`src/rtl/riscv_pkg.sv`:
```
// Shared RV32I branch constants and the B-type immediate decoder used by the
// fetch-side predictor.
package riscv_pkg;
  localparam logic [6:0] SB_TYPE_OP = 7'b1100011;

  localparam logic [2:0] F3_BEQ  = 3'b000;
  localparam logic [2:0] F3_BNE  = 3'b001;
  localparam logic [2:0] F3_BLT  = 3'b100;
  localparam logic [2:0] F3_BGE  = 3'b101;
  localparam logic [2:0] F3_BLTU = 3'b110;
  localparam logic [2:0] F3_BGEU = 3'b111;

  localparam logic [1:0] BHT_INIT = 2'b01;

  function automatic logic [31:0] b_imm(input logic [31:0] instr);
    return {{19{instr[31]}}, instr[31], instr[7], instr[30:25], instr[11:8], 1'b0};
  endfunction
endpackage

```
`src/rtl/bht_2bit.sv`:
```
// Branch history table of 2-bit saturating counters: one combinational read
// port, one registered update port, async reset to weakly not-taken.
module bht_2bit
  import riscv_pkg::*;
#(
  parameter int IDX_BITS = 4
) (
  input  logic                clk,
  input  logic                rst_n,
  input  logic [IDX_BITS-1:0] rd_idx,
  output logic [1:0]          rd_ctr,
  input  logic                wr_en,
  input  logic [IDX_BITS-1:0] wr_idx,
  input  logic                wr_taken
);
  localparam int DEPTH = 1 << IDX_BITS;

  logic [DEPTH-1:0][1:0] ctr_q, ctr_d;
  logic [1:0]            cur;

  // Read sees the pre-update value; no bypass from the write port.
  assign rd_ctr = ctr_q[rd_idx];
  assign cur    = ctr_q[wr_idx];

  always_comb begin
    ctr_d = ctr_q;
    if (wr_en) begin
      if (wr_taken && cur != 2'b11)       ctr_d[wr_idx] = cur + 2'b01;
      else if (!wr_taken && cur != 2'b00) ctr_d[wr_idx] = cur - 2'b01;
    end
  end

  always_ff @(posedge clk or negedge rst_n) begin
    if (!rst_n) ctr_q <= {DEPTH{BHT_INIT}};
    else        ctr_q <= ctr_d;
  end
endmodule

```
`src/rtl/branch_predict_ctrl.sv`:
```
// Fetch-side branch predictor and EX-stage redirect controller with
// branch / mispredict performance counters.
module branch_predict_ctrl
  import riscv_pkg::*;
#(
  parameter int IDX_BITS = 4,
  parameter int PC_W     = 32
) (
  input  logic            clk,
  input  logic            rst_n,
  input  logic            if_valid,
  input  logic [PC_W-1:0] if_pc,
  input  logic [31:0]     if_instr,
  output logic            pred_taken,
  output logic [PC_W-1:0] pred_target,
  input  logic            stall,
  input  logic            ex_valid,
  input  logic            ex_is_branch,
  input  logic [PC_W-1:0] ex_pc,
  input  logic            ex_taken,
  input  logic [PC_W-1:0] ex_target,
  input  logic            ex_pred_taken,
  output logic            redirect,
  output logic [PC_W-1:0] redirect_pc,
  output logic            flush_ifid,
  output logic            flush_idex,
  output logic [31:0]     br_cnt,
  output logic [31:0]     mispred_cnt
);
  logic [1:0]  rd_ctr;
  logic        is_sb;
  logic        res;
  logic [31:0] br_cnt_q, br_cnt_d;
  logic [31:0] mispred_cnt_q, mispred_cnt_d;

  // rst_n gates resolution so redirect/flushes stay low while reset is held.
  assign res      = rst_n & ex_valid & ex_is_branch & ~stall;
  assign redirect = res & (ex_taken != ex_pred_taken);
  assign flush_ifid = redirect;
  assign flush_idex = redirect;
  assign redirect_pc = ex_taken ? ex_target : ex_pc + PC_W'(4);

  assign is_sb       = (if_instr[6:0] == SB_TYPE_OP);
  assign pred_taken  = if_valid & is_sb & rd_ctr[1] & ~redirect;
  assign pred_target = if_pc + PC_W'($signed(b_imm(if_instr)));

  bht_2bit #(.IDX_BITS(IDX_BITS)) u_bht (
    .clk      (clk),
    .rst_n    (rst_n),
    .rd_idx   (if_pc[IDX_BITS+1:2]),
    .rd_ctr   (rd_ctr),
    .wr_en    (res),
    .wr_idx   (ex_pc[IDX_BITS+1:2]),
    .wr_taken (ex_taken)
  );

  always_comb begin
    br_cnt_d      = br_cnt_q + {31'd0, res};
    mispred_cnt_d = mispred_cnt_q + {31'd0, redirect};
  end

  always_ff @(posedge clk or negedge rst_n) begin
    if (!rst_n) begin
      br_cnt_q      <= '0;
      mispred_cnt_q <= '0;
    end else begin
      br_cnt_q      <= br_cnt_d;
      mispred_cnt_q <= mispred_cnt_d;
    end
  end

  assign br_cnt      = br_cnt_q;
  assign mispred_cnt = mispred_cnt_q;
endmodule

```
`config.mk`:
```
export PLATFORM = sky130hd
export DESIGN_NAME = branch_predict_ctrl
export DESIGN_NICKNAME = d
export VERILOG_FILES = /design/src/rtl/riscv_pkg.sv /design/src/rtl/bht_2bit.sv /design/src/rtl/branch_predict_ctrl.sv
export SDC_FILE = /design/constraint.sdc
export NUM_CORES = 1
export LEC_CHECK = 0
export ABC_AREA = 1
export BUFFER_PORTS_ARGS = -buffer_cell sky130_fd_sc_hd__buf_2
export CORE_MARGIN = 3
export CORE_UTILIZATION = 57
export DETAILED_ROUTE_END_ITERATION = 10
export GPL_TIMING_DRIVEN = 0
export MAX_ROUTING_LAYER = met4
export PLACE_DENSITY = 0.88
export SKIP_CTS_REPAIR_TIMING = 1
export SYNTH_ARGS = -nofsm -noshare
export SYNTH_HDL_FRONTEND = slang
export SYNTH_SLANG_ARGS = --single-unit
```
`constraint.sdc`:
```
create_clock -name clk -period 3.8 [get_ports clk]
set_clock_uncertainty 0.15 [all_clocks]
set_input_delay 0.19 -clock clk [delete_from_list [all_inputs] [get_ports clk]]
set_output_delay 0.19 -clock clk [all_outputs]
set_load 0.02 [all_outputs]
```
==> summary.txt <==
Final layout
  – Share of final-layout standard cells stronger than drive strength 1: 20.2%
  – Final non-filler cell area: 10200 µm²
  – Number of diodes: 0
  – Fraction of the core area covered by cells at the end of the flow: 72.4%
  – # fillers: 1231
  – Layout net count: 1769
  – Signed area change from the synthesized netlist to the final layout: 22.1%

Global route
  – Number of global-route vias before repair: 8589
  – GRT overflow: 0
  – First-pass GRT wire length: 39.3 mm
  – GRT Total Usage: 30.0%
  – Initial antenna violation count: 0
  – Maximum number of pins on one net before global-route repair: 70

Die
  – I/O pin total: 268
  – Width of the die: 127 µm
  – Die ar.: 16200 µm²
  – Initial standard-cell utilization of the core: 59.3%
  – Row count: 43
  – Core footprint: 14100 µm²
  – Overall die height: 127 µm

Power
  – Reg power frac: 37.1%
  – Switching Power: 1.10 mW
  – Total leakage power: 5.75 nW
  – Combinational Power Share: 31.9%
  – Power density over the cells: 308 nW/µm²
  – Proportion of total power due to net switching: 35.0%
  – Internal Pwr Total: 2.04 mW
  – Sum of internal, switching and leakage power: 3.14 mW
  – Clock power frac: 31.0%
  – Peak supply drop: 0.387 mV

Synth
  – Share of async-settable or async-resettable flops after synthesis: 100%
  – Top area cells in the synthesized netlist: sky130_fd_sc_hd__dfrtp_1 24%, sky130_fd_sc_hd__nand2_1 22%, sky130_fd_sc_hd__inv_1 7.7%
  – Number of synthesized register bits: 96
  – Most repeated cell in the gate-level netlist after synthesis: sky130_fd_sc_hd__nand2_1
  – Count of mapped cells out of synthesis: 1327
  – Syn. warnings: 0
  – Post-synthesis instance area: 8360 µm²
  – Fraction of the mapped netlist area in compound gates: 7.18%
  – Simple-gate share of the synthesized area: 39.2%
  – Post-synthesis sequential area ratio: 29.0%
  – Top-area cell type share of the netlist area: 23.9%
  – Cell variety after synth: 34
  – Post-synthesis share of cell area spent on full adders, half adders and majority gates: 6.22%
  – Number of flops mapped to enable cells by yosys: 0
  – Syn nets: 1504
  – Synth Flop Type: sky130_fd_sc_hd__dfrtp_1
  – Post-synth top cells: 495 x sky130_fd_sc_hd__nand2_1, 172 x sky130_fd_sc_hd__inv_1, 123 x sky130_fd_sc_hd__nor2_1
  – Mux contribution to synthesized area: 0%
  – Average size of a mapped cell: 6.30 µm²
  – Largest family of logic cells by synthesized area: simple AND/OR/NAND/NOR gates
  – Synth area leader: sky130_fd_sc_hd__dfrtp_1
  – Post-Synth XOR/XNOR Area: 9.10%

Setup path
  – Class of the most critical setup path: in2reg
  – Number of cell instances on the worst register-to-register path: 17
  – Required time at the worst-slack endpoint: 3.88 ns
  – Data arrival time at the worst-slack endpoint: 3.26 ns
  – Highest fanout seen on the critical path: 29
  – Critical register-to-register path endpoint: u_bht.ctr_q[11]
  – Kind of start point of the critical path: input pin
  – Endpoint kind of the worst setup timing path: flop
  – Register-to-register path setup slack: 0.93 ns

Hold path
  – Number of cells on the worst hold path: 4
  – Launch point of the worst hold path: ex_valid
  – Worst hold path endpoint: br_cnt[0]
  – HP Class: in2reg

Timing
  – Worst relative slew slack: 61.0%
  – Period minus WS final: 3.18 ns
  – Hold Vio Cnt, Final: 0
  – Post-route setup slack: 0.621 ns
  – Worst Max-Slew Pin Slew: 0.583 ns
  – RSZ-0062 raised after global routing: no
  – Final setup TNS: 0 ns
  – Number of slew-limit violations in the final report: 0
  – Final setup fails: 0
  – Max Fclk: 315 MHz
  – Share of the clock period used by the worst path: 83.6%

Drt
  – First-pass iteration count of the detailed router: 6
  – Antenna Violating Nets Remaining: 0
  – Routed via count divided by cell count: 5.27
  – Overall via count from detail_route: 9361
  – Violation count after the first detailed-routing iteration: 953
  – Routed length per placed instance: 13.6 µm
  – WL final: 24.2 mm
  – Number of design rule violations left after detail routing: 0

Place
  – Port Buffers: 252
  – Half-perimeter wire length after placement: 19.9 mm
  – Placed instance area: 9880 µm²
  – Last weighted congestion value of the routability-driven placer: 0.946
  – Setup WS pre-CTS: 0.852 ns

Clock tree
  – Number of H-tree levels: 3
  – Max Root-Sink Buffers: 2
  – Clock net sink count: 96
  – Latest clock arrival within the worst-skew pair: 0.34 ns
  – CTS clk-pin slew, worst paths: 0.06 ns
  – TritonCTS clock tree: done
  – Root buffer cell: sky130_fd_sc_hd__clkbuf_16
  – Inserted Clock Buffers: 9

Run
  – Max-Cap Viols: 0

Run status
  – Status: complete, no violations
[worst max-delay path by stage]
stage | start | to | slack [ns] | depth (start not counted)
global route | rst_n | mispred_cnt[23] | 0.43 | 14
floorplan | ex_taken | mispred_cnt[23] | 1.46 | 13
finish | rst_n | mispred_cnt[23] | 0.62 | 14
CTS | flop | u_bht.ctr_q[1] | 1.01 | 16
detailed placement | ex_pc[2] | u_bht.ctr_q[15] | 0.85 | 13
global placement | rst_n | mispred_cnt[23] | -0.45 | 13
[worst max-delay path, stage by stage]
cell and delay (ns):
sky130_fd_sc_hd__dlygate4sd3_1 0.54, sky130_fd_sc_hd__buf_4 0.36, sky130_fd_sc_hd__nand3_1 0.15, sky130_fd_sc_hd__nor2_1 0.47
sky130_fd_sc_hd__ha_1 0.30, sky130_fd_sc_hd__nand3_1 0.15, sky130_fd_sc_hd__nor2_2 0.23, sky130_fd_sc_hd__nand2_1 0.18
sky130_fd_sc_hd__nor2_2 0.22, sky130_fd_sc_hd__nand2_1 0.11, sky130_fd_sc_hd__nor2_2 0.16, sky130_fd_sc_hd__nand2_1 0.07
sky130_fd_sc_hd__nand2_1 0.07, sky130_fd_sc_hd__nand2_1 0.04
[layout make-up]
class / instances / area, µm² / share of cell area [%]
clock inverters: 3 / 67.6 / 0.662
plain buffers: 18 / 98.8 / 0.968
repair buffers: 254 / 1300 / 12.7
multi-input cells: 1031 / 5160 / 50.5
well taps: 180 / 225 / 2.21
inverters: 182 / 683 / 6.69
flip-flops and latches: 96 / 2420 / 23.7
clock buffers: 13 / 250 / 2.45
[cells in the final DEF (no fill, tap or decap), types with 29 or more instances in the layout]
master	netlist	final
sky130_fd_sc_hd__a21oi_1	38	38
sky130_fd_sc_hd__buf_2	0	251
sky130_fd_sc_hd__dfrtp_1	80	80
sky130_fd_sc_hd__ha_1	40	40
sky130_fd_sc_hd__inv_1	172	172
sky130_fd_sc_hd__nand2_1	495	495
sky130_fd_sc_hd__nand3_1	82	82
sky130_fd_sc_hd__nor2_1	123	123
sky130_fd_sc_hd__nor3_1	39	39
sky130_fd_sc_hd__o21ai_0	37	37
sky130_fd_sc_hd__o21ai_1	29	29
sky130_fd_sc_hd__xor2_1	58	58
[power groups by stage]
stage | registers, mW | clock network, mW | logic, mW
2_1_floorplan | 1.21 | 0 | 0.590
3_3_place_gp | 1.18 | 0 | 0.967
3_5_place_dp | 1.18 | 0 | 0.997
4_1_cts | 1.16 | 0.977 | 1.00
5_1_grt | 1.18 | 1.02 | 1.11
6_report | 1.16 | 0.974 | 1.00
[stage by stage]
step,hold slack (ns),std cells
after CTS,-0.372,1776
after floorplan,-0.256,1327
after global routing,0.138,1777
final,0.0948,1777
after detailed placement,-0.0135,1760
after global placement,0.308,1759
[cells by family (layout without fill, tap and decap cells)]
kind of cell,Yosys count,count (layout)
xor+xnor,86,86
buf+inv,200,470
fa+ha+maj,41,41
flops,96,96
simple gates,789,789
compound gates,115,115
[routing by layer]
| layer | global-route usage, % | routed length [µm] | up-vias |
|---|---|---|---|
| met5 | - | 0 | - |
| met4 | 6.94 | 467 | 0 |
| met3 | 4.31 | 1980 | 48 |
| met2 | 49.3 | 11500 | 428 |
| met1 | 39.5 | 10300 | 4186 |
| li1 | - | - | 4699 |
Power figures use the tool's default switching activity.
